`config.mk`:
```
export PLATFORM = sky130hd
export DESIGN_NAME = vga_timing_gen
export DESIGN_NICKNAME = d
export VERILOG_FILES = /design/src/rtl/vga_pkg.sv /design/src/rtl/tick_sync_edge.sv /design/src/rtl/vga_timing_gen.sv
export SDC_FILE = /design/constraint.sdc
export NUM_CORES = 1
export LEC_CHECK = 0
export CORE_MARGIN = 4
export CORE_UTILIZATION = 55
export DETAILED_ROUTE_END_ITERATION = 8
export PLACE_DENSITY = 0.82
export SYNTH_ARGS = -nofsm -noshare
export SYNTH_HDL_FRONTEND = slang
export SYNTH_SLANG_ARGS = --single-unit
```
`constraint.sdc`:
```
create_clock -name clk -period 3.4 [get_ports clk]
set_clock_uncertainty 0.2 [all_clocks]
set_input_delay 0.51 -clock clk [delete_from_list [all_inputs] [get_ports clk]]
set_output_delay 0.51 -clock clk [all_outputs]
set_load 0.01 [all_outputs]
```
`src/rtl/vga_pkg.sv`:
```
// Shared raster timing constants and bundle types for the VGA display path.
// Defaults describe 640x480 @ 60 Hz on a 25 MHz pixel clock.
package vga_pkg;

    localparam int COORD_W = 10;

    localparam int H_VISIBLE_DEF = 640;
    localparam int H_FRONT_DEF   = 16;
    localparam int H_SYNC_DEF    = 96;
    localparam int H_BACK_DEF    = 48;

    localparam int V_VISIBLE_DEF = 480;
    localparam int V_FRONT_DEF   = 10;
    localparam int V_SYNC_DEF    = 2;
    localparam int V_BACK_DEF    = 33;

    localparam int H_TOTAL = H_VISIBLE_DEF + H_FRONT_DEF
                           + H_SYNC_DEF + H_BACK_DEF;
    localparam int V_TOTAL = V_VISIBLE_DEF + V_FRONT_DEF
                           + V_SYNC_DEF + V_BACK_DEF;

    typedef struct packed {
        logic               hsync;
        logic               vsync;
        logic               video_on;
        logic               line_start;
        logic               frame_start;
        logic               vblank_start;
        logic [COORD_W-1:0] x;
        logic [COORD_W-1:0] y;
    } raster_t;

    function automatic logic in_span(
        input logic [COORD_W-1:0] v,
        input logic [COORD_W-1:0] lo,
        input logic [COORD_W-1:0] hi
    );
        return (v >= lo) && (v <= hi);
    endfunction

endpackage

```
`src/rtl/tick_sync_edge.sv`:
```
// Two-flop synchroniser plus rising-edge detector for slow async inputs.
// Emits a one-cycle pulse per rising edge of din.
module tick_sync_edge (
    input  logic clk,
    input  logic reset,
    input  logic din,
    output logic rise
);

    logic sync1;
    logic sync2;
    logic prev;

    always_ff @(posedge clk or posedge reset) begin
        if (reset) begin
            sync1 <= 1'b0;
            sync2 <= 1'b0;
            prev  <= 1'b0;
        end else begin
            sync1 <= din;
            sync2 <= sync1;
            prev  <= sync2;
        end
    end

    assign rise = sync2 & ~prev;

endmodule

```
`src/rtl/vga_timing_gen.sv`:
```
// Raster counters, registered sync/marker decode and the game-step strobe
// that is deferred to vertical blanking.
module vga_timing_gen
    import vga_pkg::*;
#(
    parameter int H_VISIBLE       = H_VISIBLE_DEF,
    parameter int H_FRONT         = H_FRONT_DEF,
    parameter int H_SYNC          = H_SYNC_DEF,
    parameter int H_BACK          = H_BACK_DEF,
    parameter int V_VISIBLE       = V_VISIBLE_DEF,
    parameter int V_FRONT         = V_FRONT_DEF,
    parameter int V_SYNC          = V_SYNC_DEF,
    parameter int V_BACK          = V_BACK_DEF,
    parameter bit SYNC_ACTIVE_LOW = 1'b1
) (
    input  logic               clk,
    input  logic               reset,
    input  logic               tick_in,
    output logic               hsync,
    output logic               vsync,
    output logic               video_on,
    output logic [COORD_W-1:0] pixel_x,
    output logic [COORD_W-1:0] pixel_y,
    output logic               line_start,
    output logic               frame_start,
    output logic               vblank_start,
    output logic               game_step
);

    localparam int HT = H_VISIBLE + H_FRONT + H_SYNC + H_BACK;
    localparam int VT = V_VISIBLE + V_FRONT + V_SYNC + V_BACK;

    localparam logic [COORD_W-1:0] H_LAST = COORD_W'(HT - 1);
    localparam logic [COORD_W-1:0] V_LAST = COORD_W'(VT - 1);
    localparam logic [COORD_W-1:0] H_VIS  = COORD_W'(H_VISIBLE);
    localparam logic [COORD_W-1:0] V_VIS  = COORD_W'(V_VISIBLE);
    localparam logic [COORD_W-1:0] HS_LO  = COORD_W'(H_VISIBLE + H_FRONT);
    localparam logic [COORD_W-1:0] HS_HI  =
        COORD_W'(H_VISIBLE + H_FRONT + H_SYNC - 1);
    localparam logic [COORD_W-1:0] VS_LO  = COORD_W'(V_VISIBLE + V_FRONT);
    localparam logic [COORD_W-1:0] VS_HI  =
        COORD_W'(V_VISIBLE + V_FRONT + V_SYNC - 1);

    if ((HT > 1024) || (VT > 1024)) begin : g_bad_totals
        $error("vga_timing_gen: H/V totals must not exceed 1024");
    end

    logic [COORD_W-1:0] h_cnt;
    logic [COORD_W-1:0] v_cnt;
    logic               h_wrap;
    logic               v_wrap;

    assign h_wrap = (h_cnt == H_LAST);
    assign v_wrap = (v_cnt == V_LAST);

    always_ff @(posedge clk or posedge reset) begin
        if (reset) begin
            h_cnt <= '0;
            v_cnt <= '0;
        end else begin
            h_cnt <= h_wrap ? '0 : h_cnt + 1'b1;
            if (h_wrap) begin
                v_cnt <= v_wrap ? '0 : v_cnt + 1'b1;
            end
        end
    end

    raster_t nxt;
    raster_t out_q;

    always_comb begin
        nxt              = '0;
        nxt.x            = h_cnt;
        nxt.y            = v_cnt;
        nxt.video_on     = (h_cnt < H_VIS) && (v_cnt < V_VIS);
        nxt.hsync        = in_span(h_cnt, HS_LO, HS_HI) ^ SYNC_ACTIVE_LOW;
        nxt.vsync        = in_span(v_cnt, VS_LO, VS_HI) ^ SYNC_ACTIVE_LOW;
        nxt.line_start   = (h_cnt == '0);
        nxt.frame_start  = (h_cnt == '0) && (v_cnt == '0);
        nxt.vblank_start = (h_cnt == '0) && (v_cnt == V_VIS);
    end

    logic rise;
    logic pending;
    logic rel;

    tick_sync_edge u_tick (
        .clk   (clk),
        .reset (reset),
        .din   (tick_in),
        .rise  (rise)
    );

    // A fresh edge on the release cycle re-arms pending for the next frame.
    assign rel = pending & nxt.vblank_start;

    always_ff @(posedge clk or posedge reset) begin
        if (reset) begin
            out_q       <= '0;
            out_q.hsync <= SYNC_ACTIVE_LOW;
            out_q.vsync <= SYNC_ACTIVE_LOW;
            pending     <= 1'b0;
            game_step   <= 1'b0;
        end else begin
            out_q     <= nxt;
            pending   <= rise | (pending & ~rel);
            game_step <= rel;
        end
    end

    assign hsync        = out_q.hsync;
    assign vsync        = out_q.vsync;
    assign video_on     = out_q.video_on;
    assign pixel_x      = out_q.x;
    assign pixel_y      = out_q.y;
    assign line_start   = out_q.line_start;
    assign frame_start  = out_q.frame_start;
    assign vblank_start = out_q.vblank_start;

endmodule

```
==> results.sh <==
export IMPL_gp_congestion=0.876
export IMPL_io_pins=30
export IMPL_dpl_hpwl_microns=2340
export IMPL_startpoint="vsync"
export IMPL_post_route_drc_count=0
export IMPL_area_growth_pct=20.4
export IMPL_peakVddDrop_mv=0.382
export IMPL_die_y_microns=67.5
export IMPL_holdCritPathClass="flip-flop to flip-flop"
export IMPL_relSlewSlack_pct=35.5
export IMPL_overflow=0
export IMPL_crit_end="vsync"
export IMPL_track_usage_pct=18.3
export IMPL_ant_nets=0
export IMPL_stdcell_count=232
export IMPL_path_class="flip-flop to output port"
export IMPL_drv_cap=0
export IMPL_cts_root_buf="clkbuf_4"
export IMPL_drtIter0Drc=42
export IMPL_synthMuxAreaShare_pct=1.67
export IMPL_power_density_nw_per_um2=415
export IMPL_cp_num_cells=1
export IMPL_r2r_end="v_cnt[4]"
export IMPL_htreeDepth=2
export IMPL_crit_path_top_delay_cell="dfstp_2"
export IMPL_worstPathArrival_ps=1420
export IMPL_syn_cell_area_sq_um=1950
export IMPL_grt_pass1_wl_microns=5930
export IMPL_setup_tns_ps=0
export IMPL_synth_compound_area_share_pct=3.92
export IMPL_antenna_found_initial=0
export IMPL_synth_adder_area_share_pct=2.57
export IMPL_max_clock_path_buffers=2
export IMPL_reg2reg_from="h_cnt[0]"
export IMPL_final_hold_violation_count=0
export IMPL_worstMarginPinSlew_ps=966
export IMPL_synth_xor_area_share_pct=4.50
export IMPL_p_leak_nw=1.07
export IMPL_firstDrtPassIters=4
export IMPL_synth_warning_count=0
export IMPL_layout_drive_gt1_share_pct=10.2
export IMPL_grt_pass1_vias=1237
export IMPL_nets=192
export IMPL_setup_viol_count_final=0
export IMPL_io_buffers=29
export IMPL_status="finished, final reports clean"
export IMPL_ys_ff_latch=51
export IMPL_post_cts_buffers=0
export IMPL_viasPerCell=5.31
export IMPL_ys_seq_area_share_pct=65.7
export IMPL_fillers=232
export IMPL_dieWidth_microns=67.5
export IMPL_totalWireLength_microns=3400
export IMPL_diodes=0
export IMPL_syn_inst=156
export IMPL_yosys_area_top_type="dfrtp_1"
export IMPL_synth_edff_count=0
export IMPL_wire_per_inst_microns=14.6
export IMPL_ff2ff_path_depth=5
export IMPL_yosys_top_cells_area="dfrtp_1 (63%), dfstp_2 (2.7%), ha_1 (2.6%)"
export IMPL_rsz0062_at_grt="false"
export IMPL_cts_buffers=5
export IMPL_synth_top_flop_cell="dfrtp_1"
export IMPL_cp_slowest_stage_delay_ps=540
export IMPL_syn_nets=163
export IMPL_synth_simple_area_share_pct=18.6
export IMPL_slew_viol_final=0
export IMPL_cts_resized=0
export IMPL_synth_top_family_by_area="simple AND/OR/NAND/NOR gates"
export IMPL_fin_crit_sh_pct=62.7
export IMPL_cp_buffers_inverters=1
export IMPL_min_period_ps=2130
export IMPL_vias=1231
export IMPL_dp_cells=224
export IMPL_grt_max_degree=52
export IMPL_end_kind="output port"
export IMPL_r2r_setup_slack_ps=1280
export IMPL_yosysTopAreaCellShare_pct=63.0
export IMPL_rows=21
export IMPL_crit_fanout=1
export IMPL_core_area_sq_um=3390
export IMPL_cp_required_ps=2690
export IMPL_synthDistinctLibCells=38
export IMPL_cts_hold_buf=0
export IMPL_avgSynthCellArea_sq_um=12.5
export IMPL_layout_commonest_cell="dfrtp_1"
export IMPL_fmax_mhz=469
export IMPL_cts_tree="done"
export IMPL_startpoint_type="flip-flop"
export IMPL_layout_common_cells="dfrtp_1 (49), clkdlybuf4s50_1 (29), nor2_1 (11), nand3_1 (9), nand2_1 (9)"
export IMPL_critical_path_top_delay_family="flip-flops"
export IMPL_worstPathCellList="clkdlybuf4s50_1"
export IMPL_cts_sinks=51
export IMPL_initial_utilization_pct=57.4
export IMPL_clk_pin_slew_ps=130
export IMPL_synthArstFlopShare_pct=100
export IMPL_die_area_sq_um=4560
export IMPL_clock_latency_ps=360
-- power breakdown --
group / internal (mW) / switching (mW) / leakage, nW
clock: 0.174 / 0.177 / 0.0482
sequential: 0.608 / 0.000660 / 0.664
combinational: 0.00215 / 0.0108 / 0.358
total: 0.785 / 0.189 / 1.07
-- cells by family after synthesis --
| family | after synthesis |
|---|---|
| compound gates | 12 |
| xor+xnor | 10 |
| mux | 3 |
| flops | 51 |
| simple gates | 63 |
| fa+ha+maj | 4 |
| buf+inv | 13 |
-- stage by stage --
| stage | area, sq um | hold WS [ps] | utilization (%) | setup WS (ps) | total power, mW |
|---|---|---|---|---|---|
| after floorplan | 1950 | 131 | - | 1390 | 0.629 |
| after global placement | 2260 | 137 | 66.6 | 1390 | 0.634 |
| after detailed placement | 2260 | 137 | 66.6 | 1310 | 0.635 |
| after CTS | 2340 | 177 | 69.2 | 1240 | 0.986 |
| after global routing | 2340 | 182 | 69.2 | 1180 | 1.02 |
| final | 2340 | 174 | 69.2 | 1270 | 0.973 |
-- Yosys cell counts, types with 3 or more instances --
cell and instances:
and3_1 3, clkbuf_1 3, dfrtp_1 49, ha_1 4
inv_1 6, nand2_1 9, nand3_1 9, nand4_1 6
nor2_1 11, nor3_1 5, o21ai_0 5, or4_1 3
xnor2_1 5, xor2_1 5
-- routing by layer --
| layer | vias up | share of wire (%) | GRT usage, % |
|---|---|---|---|
| li1 | 596 | - | - |
| met1 | 601 | 42 | 22.6 |
| met2 | 30 | 52 | 28.4 |
| met3 | 4 | 5.1 | 6.99 |
| met4 | 0 | 0.94 | 8.10 |
| met5 | - | 0 | 0 |
-- worst min path at each step --
stage / from / end / slack, ps / depth (start not counted)
after global routing: u_tick.sync1 / u_tick.sync2 / 180 / 0
after CTS: u_tick.sync1 / u_tick.sync2 / 180 / 0
final: u_tick.sync1 / u_tick.sync2 / 170 / 0
after global placement: u_tick.sync1 / u_tick.sync2 / 140 / 0
after detailed placement: u_tick.sync1 / u_tick.sync2 / 140 / 0
after floorplan: u_tick.sync1 / u_tick.sync2 / 130 / 0
-- layout make-up --
cell class	count	area [sq um]	share of cell area, %
Sequential cell	51	1280	54.5
Inverter	6	22.5	0.961
Clock buffer	6	51.3	2.19
Tap cell	46	57.6	2.45
Clock inverter	2	35.0	1.49
Timing Repair Buffer	29	290	12.4
Multi-Input combinational cell	92	609	26.0
-- state kept, by name, summed over array words and instances, names as in the netlist, 10 cells and up --
name,count
v_cnt,10
pixel_y,10
h_cnt,10
pixel_x,10
(Power assumes the default switching activity.)
